File: src/rtl/reg_dump_reader_if.sv
// Output word stream of the register dump reader: one register value per transfer.
// Transfers complete on dump_valid && dump_ready; dump_last marks the final register of the range.
interface reg_dump_reader_if #(
    parameter int ADDR_W = 5,
    parameter int DATA_W = 32
);
    logic              dump_valid;
    logic              dump_ready;
    logic [ADDR_W-1:0] dump_addr;
    logic [DATA_W-1:0] dump_data;
    logic              dump_last;

    modport master (
        output dump_valid,
        input  dump_ready,
        output dump_addr,
        output dump_data,
        output dump_last
    );

    modport slave (
        input  dump_valid,
        output dump_ready,
        input  dump_addr,
        input  dump_data,
        input  dump_last
    );
endinterface

File: src/rtl/reg_dump_reader.sv
// Walks a register address range through the debug read port and streams each value out, with XOR checksum and word count.
// Latency: first word valid 2 cycles after start; one word per 2 cycles at full throughput; done 1 cycle after the last handshake.
// Backpressure: a presented word holds stable until dump_ready; the walk stalls meanwhile.
module reg_dump_reader #(
    parameter int ADDR_W = 5,
    parameter int DATA_W = 32
) (
    input  logic              clk,
    input  logic              rst,
    input  logic              start,
    input  logic              abort,
    input  logic [ADDR_W-1:0] start_addr,
    input  logic [ADDR_W-1:0] end_addr,
    output logic [ADDR_W-1:0] debug_reg_ra,
    input  logic [DATA_W-1:0] debug_reg_rd,
    reg_dump_reader_if.master dump,
    output logic              busy,
    output logic              done,
    output logic [DATA_W-1:0] checksum,
    output logic [ADDR_W:0]   word_count
);

    localparam logic [1:0] ST_IDLE = 2'd0;
    localparam logic [1:0] ST_READ = 2'd1;
    localparam logic [1:0] ST_OUT  = 2'd2;
    localparam logic [1:0] ST_DONE = 2'd3;

    logic [1:0]        state_q,      state_d;
    logic [ADDR_W-1:0] cur_addr_q,   cur_addr_d;
    logic [ADDR_W-1:0] end_addr_q,   end_addr_d;
    logic [DATA_W-1:0] dump_data_q,  dump_data_d;
    logic [ADDR_W-1:0] dump_addr_q,  dump_addr_d;
    logic              dump_last_q,  dump_last_d;
    logic [DATA_W-1:0] checksum_q,   checksum_d;
    logic [ADDR_W:0]   word_count_q, word_count_d;

    always_comb begin
        state_d      = state_q;
        cur_addr_d   = cur_addr_q;
        end_addr_d   = end_addr_q;
        dump_data_d  = dump_data_q;
        dump_addr_d  = dump_addr_q;
        dump_last_d  = dump_last_q;
        checksum_d   = checksum_q;
        word_count_d = word_count_q;

        case (state_q)
            ST_IDLE: begin
                // abort alongside start keeps the block idle
                if (start && !abort) begin
                    state_d      = ST_READ;
                    cur_addr_d   = start_addr;
                    end_addr_d   = end_addr;
                    checksum_d   = '0;
                    word_count_d = '0;
                end
            end
            ST_READ: begin
                if (abort) begin
                    state_d = ST_IDLE;
                end else begin
                    dump_data_d = debug_reg_rd;
                    dump_addr_d = cur_addr_q;
                    dump_last_d = (cur_addr_q == end_addr_q);
                    state_d     = ST_OUT;
                end
            end
            ST_OUT: begin
                if (abort) begin
                    state_d = ST_IDLE;
                end else if (dump.dump_ready) begin
                    checksum_d   = checksum_q ^ dump_data_q;
                    word_count_d = word_count_q + {{ADDR_W{1'b0}}, 1'b1};
                    if (dump_last_q) begin
                        state_d = ST_DONE;
                    end else begin
                        // wraps modulo 2^ADDR_W so start > end walks through the top of the file
                        cur_addr_d = cur_addr_q + {{(ADDR_W-1){1'b0}}, 1'b1};
                        state_d    = ST_READ;
                    end
                end
            end
            ST_DONE: begin
                state_d = ST_IDLE;
            end
            default: begin
                state_d = ST_IDLE;
            end
        endcase
    end

    always_ff @(posedge clk) begin
        if (rst) begin
            state_q      <= ST_IDLE;
            cur_addr_q   <= '0;
            end_addr_q   <= '0;
            dump_data_q  <= '0;
            dump_addr_q  <= '0;
            dump_last_q  <= 1'b0;
            checksum_q   <= '0;
            word_count_q <= '0;
        end else begin
            state_q      <= state_d;
            cur_addr_q   <= cur_addr_d;
            end_addr_q   <= end_addr_d;
            dump_data_q  <= dump_data_d;
            dump_addr_q  <= dump_addr_d;
            dump_last_q  <= dump_last_d;
            checksum_q   <= checksum_d;
            word_count_q <= word_count_d;
        end
    end

    // cur_addr only moves on start or after a handshake, so it already holds steady in IDLE/DONE
    assign debug_reg_ra    = cur_addr_q;
    assign dump.dump_valid = (state_q == ST_OUT);
    assign dump.dump_addr  = dump_addr_q;
    assign dump.dump_data  = dump_data_q;
    assign dump.dump_last  = dump_last_q;
    assign busy            = (state_q != ST_IDLE);
    assign done            = (state_q == ST_DONE);
    assign checksum        = checksum_q;
    assign word_count      = word_count_q;

endmodule

File: src/flat_wrapper.sv
// flat-port wrapper written by rule: the top's interface ports become plain ports
module reg_dump_reader_flat 
#(
    parameter int ADDR_W = 5,
    parameter int DATA_W = 32
)
  (clk, rst, start, abort, start_addr, end_addr, debug_reg_ra, debug_reg_rd, busy, done, checksum, word_count, dump_dump_valid, dump_dump_ready, dump_dump_addr, dump_dump_data, dump_dump_last);
  reg_dump_reader_if #(.ADDR_W(ADDR_W), .DATA_W(DATA_W)) dump_i ();
  input  logic clk;
  input  logic rst;
  input  logic start;
  input  logic abort;
  input  logic [ADDR_W-1:0] start_addr;
  input  logic [ADDR_W-1:0] end_addr;
  output logic [ADDR_W-1:0] debug_reg_ra;
  input  logic [DATA_W-1:0] debug_reg_rd;
  output logic busy;
  output logic done;
  output logic [DATA_W-1:0] checksum;
  output logic [ADDR_W:0] word_count;
  output wire logic [$bits(dump_i.dump_valid)-1:0] dump_dump_valid;
  input wire logic [$bits(dump_i.dump_ready)-1:0] dump_dump_ready;
  output wire logic [$bits(dump_i.dump_addr)-1:0] dump_dump_addr;
  output wire logic [$bits(dump_i.dump_data)-1:0] dump_dump_data;
  output wire logic [$bits(dump_i.dump_last)-1:0] dump_dump_last;
  assign dump_dump_valid = dump_i.dump_valid;
  assign dump_i.dump_ready = dump_dump_ready;
  assign dump_dump_addr = dump_i.dump_addr;
  assign dump_dump_data = dump_i.dump_data;
  assign dump_dump_last = dump_i.dump_last;
  reg_dump_reader #(.ADDR_W(ADDR_W), .DATA_W(DATA_W)) u_core (.clk(clk), .rst(rst), .start(start), .abort(abort), .start_addr(start_addr), .end_addr(end_addr), .debug_reg_ra(debug_reg_ra), .debug_reg_rd(debug_reg_rd), .dump(dump_i), .busy(busy), .done(done), .checksum(checksum), .word_count(word_count));
endmodule
File: config.mk
export PLATFORM = sky130hd
export DESIGN_NAME = reg_dump_reader_flat
export DESIGN_NICKNAME = d
export VERILOG_FILES = /design/src/rtl/reg_dump_reader_if.sv /design/src/rtl/reg_dump_reader.sv /design/src/flat_wrapper.sv
export SDC_FILE = /design/constraint.sdc
export NUM_CORES = 1
export LEC_CHECK = 0
export BUFFER_PORTS_ARGS = -buffer_cell sky130_fd_sc_hd__buf_2
export CAP_MARGIN = 20
export CELL_PAD_IN_SITES_DETAIL_PLACEMENT = 1
export CELL_PAD_IN_SITES_GLOBAL_PLACEMENT = 1
export CORE_ASPECT_RATIO = 2
export CORE_MARGIN = 4
export CORE_UTILIZATION = 32
export DETAILED_ROUTE_END_ITERATION = 8
export PLACE_DENSITY = 0.79
export SLEW_MARGIN = 20
export SYNTH_ARGS = -nofsm -noshare
export SYNTH_HDL_FRONTEND = slang
export SYNTH_SLANG_ARGS = --single-unit
File: constraint.sdc
create_clock -name clk -period 1.35 [get_ports clk]
set_clock_uncertainty 0.1 [all_clocks]
set_input_delay 0.27 -clock clk [delete_from_list [all_inputs] [get_ports clk]]
set_output_delay 0.27 -clock clk [all_outputs]
set_load 0.02 [all_outputs]
==> metrics.md <==
| Metric | Value |
|---|---|
| Status | finished, violations left |
| Failing checks | negative setup slack |
| Share of cells above drive strength 1 | 54.8% |
| Kind of critical path | reg2reg |
| R2r startpoint | u_core.state_q[1]$_SDFFE_PP0P_ |
| Critical path startpoint category | register |
| Fill cells | 1239 |
| Hold path startpoint | debug_reg_rd[1] |
| Register share of total power | 42.9% |
| Final Max Slew Viols | 0 |
| Int Power | 4.80 mW |
| Starting DRC count in detailed routing | 80 |
| Part of the power in combinational logic | 11.1% |
| CTS sink cnt | 88 |
| Largest net degree at the start of global routing | 37 |
| Antenna viol nets, final | 0 |
| Wire per inst | 18.9 microns |
| Clock slew at reported path FFs | 70 ps |
| Min-Delay Path Depth | 3 |
| Switching power | 1.47 mW |
| Via count of the first global-routing pass | 3673 |
| Die area | 0.0128 sq mm |
| Multi-input gate area | 0.00214 sq mm |
| Syn Nets | 463 |
| Worst reg2reg endpoint | u_core.checksum[3]$_SDFFE_PP0P_ |
| Synth warn | 0 |
| Core Rows | 53 |
| CP arrival | 1730 ps |
| Slew @ Worst Pin | 264 ps |
| # port buffers | 130 |
| Post-DP HPWL | 8600 microns |
| Seq cells post-synth | 88 |
| Register area share after synthesis | 50.3% |
| Reg2reg path depth | 6 |
| Period utilisation layout | 119% |
| Worst setup margin | -255 ps |
| H-Tree Depth | 3 |
| CP Capture Type | register |
| Post-route DRC | 0 |
| CTS Hold Bufs | 0 |
| Clock buffer depth | 2 |
| Pwr dens | 1080 mW/mm^2 |
| Max_cap viols | 0 |
| Initial Util | 33.0% |
| Max IR drop VDD | 0.697 mV |
| F_max | 0.623 GHz |
| Setup TNS | -8500 ps |
| Vias per Instance | 4.94 |
| Critical path required time | 1480 ps |
| Avg Cell Area, Syn | 8.47 sq um |
| Antenna violations before repair | 1 |
| Post-Route WL | 13500 microns |
| First-pass GRT wire length | 18400 microns |
| Crit-path max FO | 20 |
| Via Count | 3532 |
| Synth unique cells | 35 |
| Clock root buffer | clkbuf_16 |
| Total GRT Usage | 19.2% |
| Fin. Hold Viols | 0 |
| Total grt overflow | 0 |
| RSZ-0062 raised after global routing | yes |
| Layout Nets | 621 |
| Slew HR | 82.4% |
| Clock share of power | 46.0% |
| Pre-antenna DRT Iters | 4 |
| FF/Latch Area | 0.00179 sq mm |
| Die Y | 156 microns |
| Switching share of power | 23.4% |
| Clk_lat worst skew | 340 ps |
| CTS buffer count | 9 |
| GPL Wtd Cong | 0.757 |
| Hold EP | u_core.dump.dump_data[1]$_SDFFE_PP0P_ |
| Post-Syn Area | 0.00350 sq mm |
| CTS tree | built |
| Setup-failing EPs final | 76 |
| Die X | 82 microns |
| Top-Level Pins | 131 |
| Min Tclk post-route | 1610 ps |
| Min-delay worst type | in2reg |
| Cells after synthesis | 414 |
| Final core utilization | 54.7% |
| Reg-to-reg setup timing slack | -260 ps |
| Pleak | 2.61 nW |
| Area grow syn2layout | 65.5% |
| Area of the core | 0.0106 sq mm |
## state kept, by name, summed over array words and instances, names as in the netlist
register               cells
u_core.dump.dump_last      1
u_core.state_q             2
u_core.word_count          6
u_core.dump.dump_data     32
u_core.checksum           32
u_core.dump.dump_addr      5
u_core.debug_reg_ra        5
u_core.end_addr_q          5
## logic make-up after synthesis
group	count (synthesis)	synth area share (%)
adders and majority gates	2	0.714
muxes	9	2.64
and+or+nand+nor	187	23.1
xor gates and xnor gates	40	10.0
DFF	88	50.3
buffers and inverters	32	4.93
AOI/OAI and AO/OA	56	8.32
## repair_timing
item	4_1_cts	5_1_grt
setup endpoints to repair	91	98
cloned	1	7
gates resized for setup	33	164
pin swaps	11	80
buffers inserted	3	7
## cells in the mapped netlist
master    count  area, sq um
nand4_1       2         12.5
or3_1         1         6.26
nand3_1      39          195
buf_4         1         7.51
nand2b_1      1         6.26
or2_2         1         6.26
and2_0        2         12.5
buf_2         9         45.0
buf_6         5         56.3
o21a_1        1         7.51
and3_1        3         18.8
o21ai_0       7         35.0
xor2_1       38          333
and2_1        2         12.5
mux2i_1       7         70.1
nor2_1       46          173
and3b_1       1         8.76
nor2b_1       4         25.0
xnor2_1       2         17.5
clkbuf_1      9         33.8
mux2_2        1         11.3
or2_1         1         6.26
mux2_1        1         11.3
inv_1         4         15.0
nand2_1      78          293
buf_1         4         15.0
nor3b_1       1         7.51
a22oi_1       1         7.51
a21oi_1      45          225
dfxtp_1      88         1760
ha_1          2         25.0
or2b_1        1         7.51
a211oi_1      1         7.51
nor3_1        4         20.0
a311oi_1      1         8.76
## worst max-delay path: stages (launching register included)
cell     delay [ps]
dfxtp_4         360
buf_6           120
mux2_4          360
buf_12          180
nand3_1         100
xor2_1          190
nor2_1           90
## metal layers
metal  vias to the layer above  wire, microns  part of all wire [%]  global-route usage (%)
li1                       1674              -                     -                       -
met1                      1703           4230                    31                    17.6
met2                       106           8090                    60                    37.9
met3                        47            554                   4.1                    4.86
met4                         2            590                   4.4                    7.69
met5                         -             12                 0.089                       0
## stage by stage
stage	power (mW)	std cells	hold WS [ps]	setup WS [ps]	area, sq um
3_3_place_gp	3.22	680	342	-73.3	4480
4_1_cts	6.13	700	54.7	-200	4960
2_1_floorplan	3.01	414	239	-52.8	3560
6_report	6.26	715	66.5	-255	5800
3_5_place_dp	3.24	680	351	-120	4480
5_1_grt	6.46	714	74.2	-320	5800
## cell type report
cell class	count	share of cell area (%)
flip-flops and latches	88	30.9
inverters	4	0.302
clock buffers	13	4.31
repair buffers	175	23.1
clock inverters	3	1.55
well taps	137	2.96
diodes	1	0.0431
multi-input cells	294	36.9
## placed cells by master, fill, tap and decap left out, types with 3 or more instances in the layout
| master | count |
|---|---|
| buf_2 | 121 |
| dfxtp_1 | 76 |
| nor2_1 | 44 |
| nand2_1 | 38 |
| a21oi_2 | 38 |
| xor2_1 | 37 |
| nand2_4 | 26 |
| nand3_1 | 24 |
| buf_6 | 18 |
| buf_4 | 16 |
| clkbuf_16 | 15 |
| nand2_2 | 14 |
| nand3_2 | 13 |
| buf_12 | 9 |
| a21oi_1 | 7 |
| dfxtp_2 | 7 |
| mux2i_1 | 6 |
| dfxtp_4 | 5 |
| o21ai_1 | 3 |
| nor2b_1 | 3 |
| clkbuf_1 | 3 |
| bufinv_16 | 3 |
| buf_8 | 3 |
## power by group through the flow
stage	sequential (mW)	combinational, mW	clock (mW)
finish	2.69	0.695	2.88
global placement	2.74	0.484	0
floorplan	2.78	0.238	0
global route	2.69	0.741	3.03
detailed placement	2.74	0.501	0
CTS	2.68	0.531	2.92
## worst max path at each step
stage	startpoint	endpoint	slack [ps]	cells past startpoint
6_report	u_core.state_q[1]$_SDFFE_PP0P_	u_core.checksum[3]$_SDFFE_PP0P_	-260	6
5_1_grt	u_core.state_q[1]$_SDFFE_PP0P_	u_core.checksum[31]$_SDFFE_PP0P_	-320	6
4_1_cts	u_core.state_q[1]$_SDFFE_PP0P_	u_core.checksum[3]$_SDFFE_PP0P_	-200	6
3_5_place_dp	u_core.state_q[1]$_SDFFE_PP0P_	u_core.debug_reg_ra[0]$_SDFFE_PP0P_	-120	5
3_3_place_gp	u_core.state_q[1]$_SDFFE_PP0P_	u_core.dump.dump_last$_SDFFE_PP0P_	-70	6
2_1_floorplan	start	u_core.word_count[2]$_SDFFE_PP0P_	-50	7
No activity file was read; power rests on OpenSTA's default activity.
